$ cat src/rtl/i2c_read_rdata.sv
// i2c_read_rdata: bit-banged I2C register-read master (START, addr W, reg, RSTART, addr R, data, STOP).
// One PT_CK tick is a quarter of an SCL bit; outputs are registered so the pins never glitch.
module i2c_read_rdata #(
    parameter bit NACK_ABORT = 1'b0
) (
    input  logic        PT_CK,
    input  logic        RESET_N,
    input  logic        GO,
    input  logic [7:0]  SLAVE_ADDRESS,
    input  logic [7:0]  REG_ADDR,
    input  logic        RD_LEN,
    input  logic        SDAI,
    output logic        SDAO,
    output logic        SCLO,
    output logic        END_OK,
    output logic        ACK_ERR,
    output logic [15:0] RDATA,
    output logic [7:0]  ST
);

    typedef enum logic [2:0] {
        IDLE, WAIT_LOW, ARM, START, BIT, RSTART, STOP, DONE
    } state_t;

    state_t      state, state_nxt;
    logic [1:0]  phase;
    logic [3:0]  bit_idx;
    logic [2:0]  byte_idx;
    logic [7:0]  slave_q, reg_q, tx_byte;
    logic        rd_len_q, aborted;
    logic [15:0] rx;
    logic        sdao_d, sclo_d;
    logic        is_ack, is_read, slave_ack_p3, abort;

    // byte_idx: 0 addr(W), 1 register, 2 addr(R), 3/4 read data
    always_comb begin
        case (byte_idx)
            3'd0:    tx_byte = slave_q;
            3'd1:    tx_byte = reg_q;
            default: tx_byte = {slave_q[7:1], 1'b1};
        endcase
    end

    assign is_ack       = (bit_idx == 4'd8);
    assign is_read      = (byte_idx >= 3'd3);
    assign slave_ack_p3 = (state == BIT) && (phase == 2'd3) && is_ack && !is_read;
    assign abort        = NACK_ABORT && slave_ack_p3 && SDAI;
    assign ST           = {5'd0, state};

    always_ff @(posedge PT_CK or negedge RESET_N) begin
        if (!RESET_N) state <= IDLE;
        else          state <= state_nxt;
    end

    always_comb begin
        state_nxt = state;
        sdao_d    = SDAO;
        sclo_d    = SCLO;
        case (state)
            IDLE: begin
                sdao_d = 1'b1;
                sclo_d = 1'b1;
                if (GO) state_nxt = WAIT_LOW;
            end
            WAIT_LOW: if (!GO) state_nxt = ARM;
            ARM:      state_nxt = START;
            START: begin
                sdao_d    = 1'b0;
                sclo_d    = 1'b1;
                state_nxt = BIT;
            end
            BIT: begin
                case (phase)
                    2'd0: sclo_d = 1'b0;
                    2'd1: begin
                        // master ACKs the first of two data bytes, NACKs the last one
                        if (is_ack)
                            sdao_d = is_read ? !(rd_len_q && byte_idx == 3'd3) : 1'b1;
                        else
                            sdao_d = is_read ? 1'b1 : tx_byte[3'd7 - bit_idx[2:0]];
                    end
                    2'd2: sclo_d = 1'b1;
                    default: begin
                        if (abort)
                            state_nxt = STOP;
                        else if (is_ack) begin
                            if (byte_idx == 3'd1)
                                state_nxt = RSTART;
                            else if (byte_idx == 3'd4 || (byte_idx == 3'd3 && !rd_len_q))
                                state_nxt = STOP;
                        end
                    end
                endcase
            end
            RSTART: begin
                sdao_d = (phase != 2'd2);
                sclo_d = (phase != 2'd0);
                if (phase == 2'd2) state_nxt = BIT;
            end
            STOP: begin
                sdao_d = (phase == 2'd2);
                sclo_d = (phase != 2'd0);
                if (phase == 2'd2) state_nxt = DONE;
            end
            DONE:    state_nxt = IDLE;
            default: state_nxt = IDLE;
        endcase
    end

    always_ff @(posedge PT_CK or negedge RESET_N) begin
        if (!RESET_N) begin
            SDAO     <= 1'b1;
            SCLO     <= 1'b1;
            END_OK   <= 1'b1;
            ACK_ERR  <= 1'b0;
            RDATA    <= 16'h0000;
            phase    <= 2'd0;
            bit_idx  <= 4'd0;
            byte_idx <= 3'd0;
            slave_q  <= 8'h00;
            reg_q    <= 8'h00;
            rd_len_q <= 1'b0;
            aborted  <= 1'b0;
            rx       <= 16'h0000;
        end else begin
            SDAO <= sdao_d;
            SCLO <= sclo_d;
            case (state)
                ARM: begin
                    END_OK   <= 1'b0;
                    ACK_ERR  <= 1'b0;
                    aborted  <= 1'b0;
                    rx       <= 16'h0000;
                    phase    <= 2'd0;
                    bit_idx  <= 4'd0;
                    byte_idx <= 3'd0;
                    slave_q  <= SLAVE_ADDRESS;
                    reg_q    <= REG_ADDR;
                    rd_len_q <= RD_LEN;
                end
                BIT: begin
                    phase <= phase + 2'd1;
                    if (phase == 2'd3) begin
                        if (is_ack) begin
                            bit_idx  <= 4'd0;
                            byte_idx <= byte_idx + 3'd1;
                        end else begin
                            bit_idx <= bit_idx + 4'd1;
                        end
                        if (slave_ack_p3 && SDAI) ACK_ERR <= 1'b1;
                        if (abort) aborted <= 1'b1;
                        if (is_read && !is_ack) rx <= {rx[14:0], SDAI};
                    end
                end
                RSTART, STOP: phase <= (phase == 2'd2) ? 2'd0 : phase + 2'd1;
                DONE: begin
                    END_OK <= 1'b1;
                    if (!aborted) RDATA <= rd_len_q ? rx : {8'h00, rx[7:0]};
                end
                default: ;
            endcase
        end
    end

endmodule
$ cat config.mk
export PLATFORM = sky130hd
export DESIGN_NAME = i2c_read_rdata
export DESIGN_NICKNAME = d
export VERILOG_FILES = /design/src/rtl/i2c_read_rdata.sv
export SDC_FILE = /design/constraint.sdc
export NUM_CORES = 1
export LEC_CHECK = 0
export CAP_MARGIN = 10
export CORE_MARGIN = 2
export CORE_UTILIZATION = 40
export DETAILED_ROUTE_END_ITERATION = 16
export DONT_BUFFER_PORTS = 1
export GPL_ROUTABILITY_DRIVEN = 0
export GPL_TIMING_DRIVEN = 0
export HOLD_SLACK_MARGIN = 0.03
export PLACE_DENSITY = 0.51
export SLEW_MARGIN = 20
export SYNTH_ARGS = -nofsm -noshare
export SYNTH_HDL_FRONTEND = slang
export SYNTH_SLANG_ARGS = --single-unit
$ cat constraint.sdc
create_clock -name PT_CK -period 5.25 [get_ports PT_CK]
set_clock_uncertainty 0.05 [all_clocks]
set_input_delay 0.2625 -clock PT_CK [delete_from_list [all_inputs] [get_ports PT_CK]]
set_output_delay 0.2625 -clock PT_CK [all_outputs]
set_load 0.005 [all_outputs]
Word level (Yosys, flattened, before mapping)
Index checks and enable logic that the tools add are counted.
Storage, ports and cells
  bits in registers: 65
  latch bits: 0
  bits in writable memories: 0
  memory bits (read-only): 0
  input port bits: 21
  memories kept: 0
Operators by class
  add/sub/neg operators: 4
  multipliers: 0
  divide/modulo/power cells: 0
  order comparisons: 2
  equal/unequal tests: 27
  shift-type cells: 0
  muxes and demuxes: 35
  bitwise logic cells: 0
  reduce and logical (&&, ||, !) cells: 31
Operators by type and width (count)
  2-to-1 mux 16 bit: 3
  one-hot mux 16 bit (2 select lines): 1
  2-to-1 mux 3 bit: 10
  one-hot mux 3 bit (8 select lines): 1
  one-hot mux 8 bit (2 select lines): 1
  == test 3 bit, second input constant: 5
  != test 2 bit, second input constant: 7
  == test 3 x 2 -> 1 bit, second input constant: 3
  AND reduction 3 bit: 3
  2-to-1 mux 4 bit: 2
  != test 2 x 1 -> 1 bit, second input constant: 4
  one-hot mux 4 bit (2 select lines): 1
  logical AND 1 bit: 7
  2-to-1 mux 1 bit: 7
  AND reduction 7 bit: 1
  == test 3 x 1 -> 1 bit, second input constant: 2
  zero test 3 bit: 2
  != test 3 x 1 -> 1 bit, second input constant: 2
  one-hot mux 1 bit (2 select lines): 3
  one-hot mux 2 bit (3 select lines): 1
  one-hot mux 3 bit (2 select lines): 1
  AND reduction 2 bit: 3
  nonzero test 2 bit: 3
  nonzero test 3 bit: 2
  other kinds (19): 24

Logic depth before layout (Yosys ltp)
Gate-level depths: netlist of the first run.
  depth in word-level cells: 8
  gate-level depth with buffers: 10
  mapped depth without buffers: 7

Worst setup path before layout of the first run
OpenSTA, ideal clock, no wires.
  path kind: register to register
  start point: register bit_idx[0]
  end point: register state[0]
  setup time: 126 ps
  data arrival time: 1949 ps
  data required time: 5074 ps
  slack: 3125 ps
  stages on the path, launching flop included: 10
  cell sequence: dfrtp_1 > buf_1 > inv_1 > ha_1 > and3b_1 > clkbuf_1 > a21o_1 > a221oi_1 > a221o_1 > mux2i_1
Between the ends
  longest elaborated chain between the ends: 3
RTL lines
  from (decl): line 27  | logic [3:0] bit_idx;
  from (signal assigned): line 148  | bit_idx <= bit_idx + 4'd1;
  == test 4 bit: line 44  | assign is_ack = (bit_idx == 4'd8);
  != test 2 bit (no line)
  AND reduction 7 bit (no line)
  to (signal assigned): line 52  | else state <= state_nxt;
  to (decl): line 25  | state_t state, state_nxt;
Every way passes these cells.
A chain may end at the register's enable or synchronous reset.

Final worst setup path of the first run
  start point: register bit_idx[0]
  end point: register rx[12]
Between the ends
  longest elaborated chain between the ends: 5
RTL lines
  == test 4 bit: line 44
  zero test 1 bit: line 152  | if (is_read && !is_ack) rx <= {rx[14:0], SDAI};
  logical AND 1 bit: line 152
  != test 2 x 1 -> 1 bit (no line)
  AND reduction 3 bit (no line)
  to (signal assigned): line 152
  to (decl): line 31  | logic [15:0] rx;
Every way passes these cells.

==> key figures, run 1 <==
STA
  • PnR worst setup slack: 2.69 ns
  • Setup violators final: 0
  • Endpoints failing hold: 0
  • Slew headroom: 62.4%
  • Worst-Margin Slew: 0.561 ns
  • Setup TNS: 0 ns
  • RSZ-0062 raised after global routing: false
  • Slew Viols, Final: 0
  • Fin crit share: 48.7%
  • FMAX: 391 MHz
  • Minimum clock period: 2.56 ns

Worst setup path
  • Worst EP arrival: 2.76 ns
  • Largest stage delay on the critical path: 0.41 ns
  • WP data required: 5.45 ns
  • Worst path slowest cell: dfrtp_1
  • Nature of the critical path startpoint: flop
  • WS Path Type: reg2reg
  • Worst reg2reg startpoint: bit_idx[0]
  • Buf+Inv Stages, Crit Path: 4
  • Crit path capture type: flop
  • Crit-path cells: buf_1, inv_1, ha_1, and3b_1, clkbuf_1, o21ai_0, nand2b_1, clkbuf_1, o21ai_0
  • Crit-path leading delay family: buffers and inverters
  • Worst Path Max Fanout: 10
  • Reg-to-Reg End: rx[12]
  • Reg2Reg Setup Slack: 2.69 ns
  • Reg2reg path depth: 9
  • Setup crit start: bit_idx[0]

Power and ir drop
  • Power density cells: 501 nW/um^2
  • P_int: 1.22 mW
  • Pleak: 1.64 nW
  • Seq pwr share: 38.8%
  • Clk network pwr share: 25.1%
  • NetSw: 0.709 mW
  • Peak supply drop: 0.207 mV
  • Sw frac: 36.7%
  • Comb power frac: 36.2%

CTS
  • Total clock sinks: 65
  • Root buf cell: clkbuf_8
  • PostCTS Resize Cnt: 0
  • CTS tree: yes
  • Worst skew pair latency: 0.35 ns
  • Setup bufs post-CTS: 0
  • CTS clk-pin slew, worst paths: 0.08 ns
  • CTS buffer count: 9
  • H-tree depth: 3
  • Longest Clk Path Bufs: 2

Floorplanning
  • I/O pin count: 49
  • Core footprint: 8090 um^2
  • Initial core utilization: 40.5%
  • Die H: 94.5 um
  • Die X: 94.5 um
  • Row count: 33
  • Die ar.: 8930 um^2

Synthesis
  • Synth cell count leaders: nand2_1 (65), dfrtp_1 (62), o21ai_0 (37)
  • Cell area after synthesis: 3280 um^2
  • Count leader, synth: nand2_1
  • Most area-hungry cell type in the Yosys netlist: dfrtp_1
  • Synth cell types: 46
  • Number of synthesized flops with an enable pin: 0
  • Sequential area share after synthesis: 49.8%
  • Syn Inst Count: 323
  • Ys Warns: 0
  • Synth Flop Type: dfrtp_1
  • #FFs+latches synth: 65
  • Avg Inst Size Synth: 10.1 um^2
  • Post-synth top area share: 47.4%
  • Async SR Flop Fraction: 100%
  • Synth area leaders: dfrtp_1 (47%), mux2_2 (9.6%), nand2_1 (7.4%)

Global routing
  • Number of global-route vias before repair: 2428
  • Met2 Use GR: 29.2%
  • Met1 Track Usage GR: 22.2%
  • Grt peak-use layer: met2
  • Gr ovfl total: 0
  • Met3 Track Usage GR: 4.79%
  • First-pass GRT wire length: 12.1 mm
  • Initial antenna violation count: 0
  • Largest net degree at the start of global routing: 66
  • Gr usage total: 17.7%

Final layout
  • Diode count: 0
  • Final Cell Area: 3850 um^2
  • Final nets: 390
  • Area grow syn2layout: 17.5%
  • Fillers: 814
  • Share of layout cells above drive strength 1: 18.5%

Route
  • Vias: 2426
  • Iteration-0 DRC Markers: 168
  • DRC violations left: 0
  • Vias per cell: 5.19
  • Routed len/inst: 15.6 um
  • Total wire length: 7.28 mm
  • Antenna-violating nets left: 0
  • Drt pass-1 iters: 4

Hold path
  • Worst Hold Depth: 2
  • Hold wc startpoint: SDAI
  • Worst hold path type: in2reg
  • Hold endpoint: ACK_ERR

Run
  • Maxcap violations: 0

Outcome
  • Status: completed

Placement
  • # port buffers: 0
  • Final HPWL from detailed placement: 4.91 mm
  • Post-Place Cell Area: 3420 um^2
  • Place WS: 2.69 ns
what timing repair did:
| item | CTS | global route |
|---|---|---|
| endpoints found under the hold margin | 82 | 0 |
| hold buffers | 19 | 0 |
| endpoints found under the setup margin | 0 | 0 |
power by group through the flow:
| stage | clock network, mW | registers [mW] | logic, mW |
|---|---|---|---|
| floorplan | 0 | 0.722 | 0.545 |
| global placement | 0 | 0.757 | 0.672 |
| detailed placement | 0 | 0.760 | 0.678 |
| CTS | 0.495 | 0.751 | 0.703 |
| global route | 0.516 | 0.771 | 0.784 |
| finish | 0.484 | 0.748 | 0.698 |
sequential cells by signal (all words and copies together) (netlist names):
| name | count |
|---|---|
| RDATA | 16 |
| END_OK | 1 |
| phase | 2 |
| byte_idx | 3 |
| SDAO | 1 |
| reg_q | 8 |
| rd_len_q | 1 |
| ACK_ERR | 1 |
| bit_idx | 4 |
| state | 3 |
| slave_q | 8 |
| rx | 16 |
| SCLO | 1 |
worst reg2reg max path, cell delays in order, from the launching register on:
cell,delay [ns]
dfrtp_1,0.41
buf_1,0.40
inv_1,0.16
ha_1,0.24
and3b_1,0.17
clkbuf_1,0.17
o21ai_0,0.22
nand2b_1,0.16
clkbuf_1,0.25
o21ai_0,0.24
stage by stage:
stage,power [mW],utilization [%],hold slack [ns],instances
after floorplan,1.27,-,-0.0831,327
after global routing,2.07,47.6,0.0574,467
after global placement,1.43,42.3,-0.0816,432
after CTS,1.95,47.6,0.0400,467
after detailed placement,1.44,42.3,-0.0811,432
final,1.93,47.6,0.0580,467
routing by layer:
| metal | wire length, um | vias up | share of wire [%] |
|---|---|---|---|
| li1 | - | 1187 | - |
| met2 | 3580 | 41 | 49 |
| met4 | 80 | 0 | 1.1 |
| met5 | 0 | - | 0 |
| met1 | 3340 | 1190 | 46 |
| met3 | 281 | 8 | 3.9 |
cell families after synthesis:
group	after synthesis	share of synthesized area (%)
simple gates	93	13.3
flops	65	49.8
xor+xnor	2	0.535
buf+inv	38	5.39
mux	30	10.2
other cells	1	0.114
compound gates	82	16.1
fa+ha+maj	12	4.58
final cells by class:
class / count / area [um^2] / share of cell area (%)
Sequential cell: 65 / 1630 / 42.3
Timing Repair Buffer: 19 / 208 / 5.39
Clock inverter: 5 / 78.8 / 2.05
Inverter: 14 / 52.6 / 1.36
Buffer: 24 / 124 / 3.22
Tap cell: 105 / 131 / 3.41
Clock buffer: 11 / 141 / 3.67
Multi-Input combinational cell: 224 / 1480 / 38.5
cell usage in the layout (no fill, tap or decap), types with 7 or more instances in the layout:
| cell | Yosys | final |
|---|---|---|
| dlygate4sd3_1 | 0 | 18 |
| clkbuf_8 | 0 | 10 |
| mux2_2 | 28 | 28 |
| a21oi_1 | 12 | 12 |
| clkbuf_1 | 10 | 11 |
| dfrtp_1 | 62 | 62 |
| nor2_1 | 7 | 7 |
| buf_4 | 7 | 7 |
| o21ai_0 | 37 | 37 |
| inv_1 | 13 | 13 |
| ha_1 | 12 | 12 |
| nand2_1 | 65 | 65 |
worst max path at each step:
stage,endpoint,slack (ns),cells after the start
2_1_floorplan,state[0],3.12,9
6_report,rx[12],2.69,9
3_3_place_gp,rx[7],2.74,9
5_1_grt,rx[12],2.46,9
3_5_place_dp,rx[12],2.69,9
4_1_cts,rx[12],2.66,9
Note: power is estimated with default switching activity, not from simulation.
==> run 2, diff against run 1 <==
==> constraint.sdc (replaced) <==
create_clock -name PT_CK -period 2.6 [get_ports PT_CK]
set_clock_uncertainty 0.05 [all_clocks]
set_input_delay 0.13 -clock PT_CK [delete_from_list [all_inputs] [get_ports PT_CK]]
set_output_delay 0.13 -clock PT_CK [all_outputs]
set_load 0.005 [all_outputs]
==> key figures, run 2 (same netlist as run 1, synthesis figures left out) <==
Floorplanning
  • Die ar.: 8930 um^2 (unchanged)
  • Core footprint: 8090 um^2 (unchanged)
  • Die H: 94.5 um (unchanged)
  • Initial core utilization: 40.5% (unchanged)
  • Row count: 33 (unchanged)
  • I/O pin count: 49 (unchanged)
  • Die X: 94.5 um (unchanged)

CTS
  • CTS tree: yes
  • Longest Clk Path Bufs: 2 (unchanged)
  • Setup bufs post-CTS: 0 (unchanged)
  • Worst skew pair latency: 0.35 ns (about the same)
  • Total clock sinks: 65 (unchanged)
  • Root buf cell: clkbuf_8
  • CTS buffer count: 9 (unchanged)
  • CTS clk-pin slew, worst paths: 0.08 ns (about the same)
  • H-tree depth: 3 (unchanged)

Power and ir drop
  • Peak supply drop: 0.420 mV (+100%)
  • P_int: 2.47 mW (+100%)
  • Power density cells: 1010 nW/um^2 (+100%)
  • Pleak: 1.66 nW (+0.91%)
  • Sw frac: 36.7% (about the same)
  • Clk network pwr share: 25.1% (about the same)
  • NetSw: 1.43 mW (+100%)
  • Seq pwr share: 38.7% (about the same)
  • Comb power frac: 36.2% (about the same)

Global routing
  • Number of global-route vias before repair: 2440 (+0.49%)
  • Largest net degree at the start of global routing: 66 (unchanged)
  • Initial antenna violation count: 0 (unchanged)
  • First-pass GRT wire length: 12.1 mm (+0.35%)
  • Gr usage total: 17.7% (+0.051 points)
  • Gr ovfl total: 0 (unchanged)

Worst setup path
  • Setup crit start: byte_idx[1]
  • WP data required: 2.83 ns (-2.62 ns)
  • Worst EP arrival: 2.55 ns (-0.21 ns)
  • Worst reg2reg startpoint: byte_idx[1]
  • Reg2Reg Setup Slack: 0.28 ns (-2.41 ns)
  • Reg2reg path depth: 8 (-1)
  • Crit path to: SDAO
  • Stages on worst setup path: 8 (-1)
  • Buf+Inv Stages, Crit Path: 2 (-2)
  • Reg-to-Reg End: SDAO
  • Nature of the critical path startpoint: flop
  • Crit-path cells: inv_1, ha_1, or3_1, buf_2, a211oi_1, o21ai_0, nor4_1, o31ai_1
  • Worst Path Max Fanout: 6 (-4)
  • Crit path capture type: flop
  • Largest stage delay on the critical path: 0.49 ns (+0.08 ns)
  • Worst path slowest cell: dfrtp_1
  • Crit-path leading delay family: simple AND/OR/NAND/NOR gates
  • WS Path Type: reg2reg

Run
  • Maxcap violations: 0 (unchanged)

Route
  • M1 WL: 3.33 mm (-0.18%)
  • Total wire length: 7.34 mm (+0.77%)
  • DR WL met2: 3.58 mm (about the same)
  • Vias per cell: 5.25 (+1.1%)
  • DRC violations left: 0 (unchanged)
  • Iteration-0 DRC Markers: 186 (+11%)
  • Met3 wire length: 334 um (+19%)
  • Vias: 2463 (+1.5%)
  • Antenna-violating nets left: 0 (unchanged)
  • Routed len/inst: 15.6 um (+0.34%)
  • DR top layer: met4
  • Drt pass-1 iters: 4 (unchanged)

Hold path
  • Worst hold path type: in2reg

Final layout
  • Commonest cells after routing, fill and taps aside: nand2_1 (65), dfrtp_1 (62), o21ai_0 (37)
  • Area grow syn2layout: 18.4%
  • Share of layout cells above drive strength 1: 19.2% (+0.72 points)
  • Finished Layout Cells: 469 (+0.43%)
  • Diode count: 0 (unchanged)
  • Commonest non-fill, non-tap cell in the layout: nand2_1
  • Final nets: 392 (+0.51%)
  • Largest regs: RDATA x16, rx x16

STA
  • Minimum clock period: 2.32 ns (-0.238 ns)
  • Endpoints failing hold: 0 (unchanged)
  • Slew Viols, Final: 0 (unchanged)
  • Setup violators final: 0 (unchanged)
  • RSZ-0062 raised after global routing: false
  • Setup TNS: 0 ns (unchanged)
  • Fin crit share: 89.2% (+40 points)
  • FMAX: 431 MHz (+10%)

Placement
  • Total placed cells including tap cells: 432 (unchanged)
  • Final HPWL from detailed placement: 4.91 mm (unchanged)
  • # port buffers: 0 (unchanged)

Outcome
  • Status: completed
[run 2: cell count changes in the layout (fill, tap and decap cells not counted), sizes merged]
| cell | delta |
|---|---|
| buf | -1 |
| clkbuf | +1 |
| dlygate4sd3 | +2 |
[run 2: metal layers]
layer	track usage [%]	vias to the layer above
met5	0	-
met4	6.52	0
met2	29.4	53
li1	-	1190
met3	4.71	8
met1	22.2	1212
[run 2: layout make-up]
type | count | area [um^2]
clock buffers | 11 | 141
inverters | 14 | 52.6
flip-flops and latches | 65 | 1630
multi-input cells | 224 | 1490
plain buffers | 24 | 126
clock inverters | 5 | 78.8
fillers | 812 | 4220
well taps | 105 | 131
repair buffers | 21 | 228
[run 2: what timing repair did]
item | in CTS | in global routing
resized for setup | 0 | 4
setup endpoints to repair | 0 | 17
hold buffers | 21 | 0
endpoints found under the hold margin | 85 | 0
[run 2: power groups by stage]
stage          sequential (mW)  combinational [mW]  clock [mW]
6_report                  1.51                1.41       0.979
4_1_cts                   1.52                1.42        1.00
3_5_place_dp              1.54                1.37           0
2_1_floorplan             1.46                1.10           0
5_1_grt                   1.56                1.59        1.04
3_3_place_gp              1.53                1.36           0
[run 2: how the worst min path moves through the flow]
stage,startpoint,end,slack [ns],cells after the start
2_1_floorplan,RESET_N,ACK_ERR,-0.22,0
3_3_place_gp,RESET_N,slave_q[6],-0.21,0
3_5_place_dp,RESET_N,reg_q[7],-0.21,0
4_1_cts,GO,state[0],0.11,4
5_1_grt,GO,state[0],0.17,4
6_report,GO,state[0],0.11,4
[run 2: worst min-delay path, cell delays in order]
cell	delay (ns)
nand2_1	0.04
a221oi_1	0.09
a21oi_1	0.12
mux2i_1	0.08
[run 2: metrics by stage]
step | hold WS (ns) | power (mW) | setup WS, ns | area, um^2 | utilization (%)
3_3_place_gp | -0.214 | 2.89 | 0.0916 | 3420 | 42.3
3_5_place_dp | -0.214 | 2.90 | 0.0422 | 3420 | 42.3
4_1_cts | 0.110 | 3.94 | 0.00726 | 3870 | 47.8
6_report | 0.108 | 3.90 | 0.280 | 3880 | 47.9
2_1_floorplan | -0.216 | 2.56 | 0.475 | 3290 | -
5_1_grt | 0.169 | 4.19 | 0.0691 | 3880 | 47.9
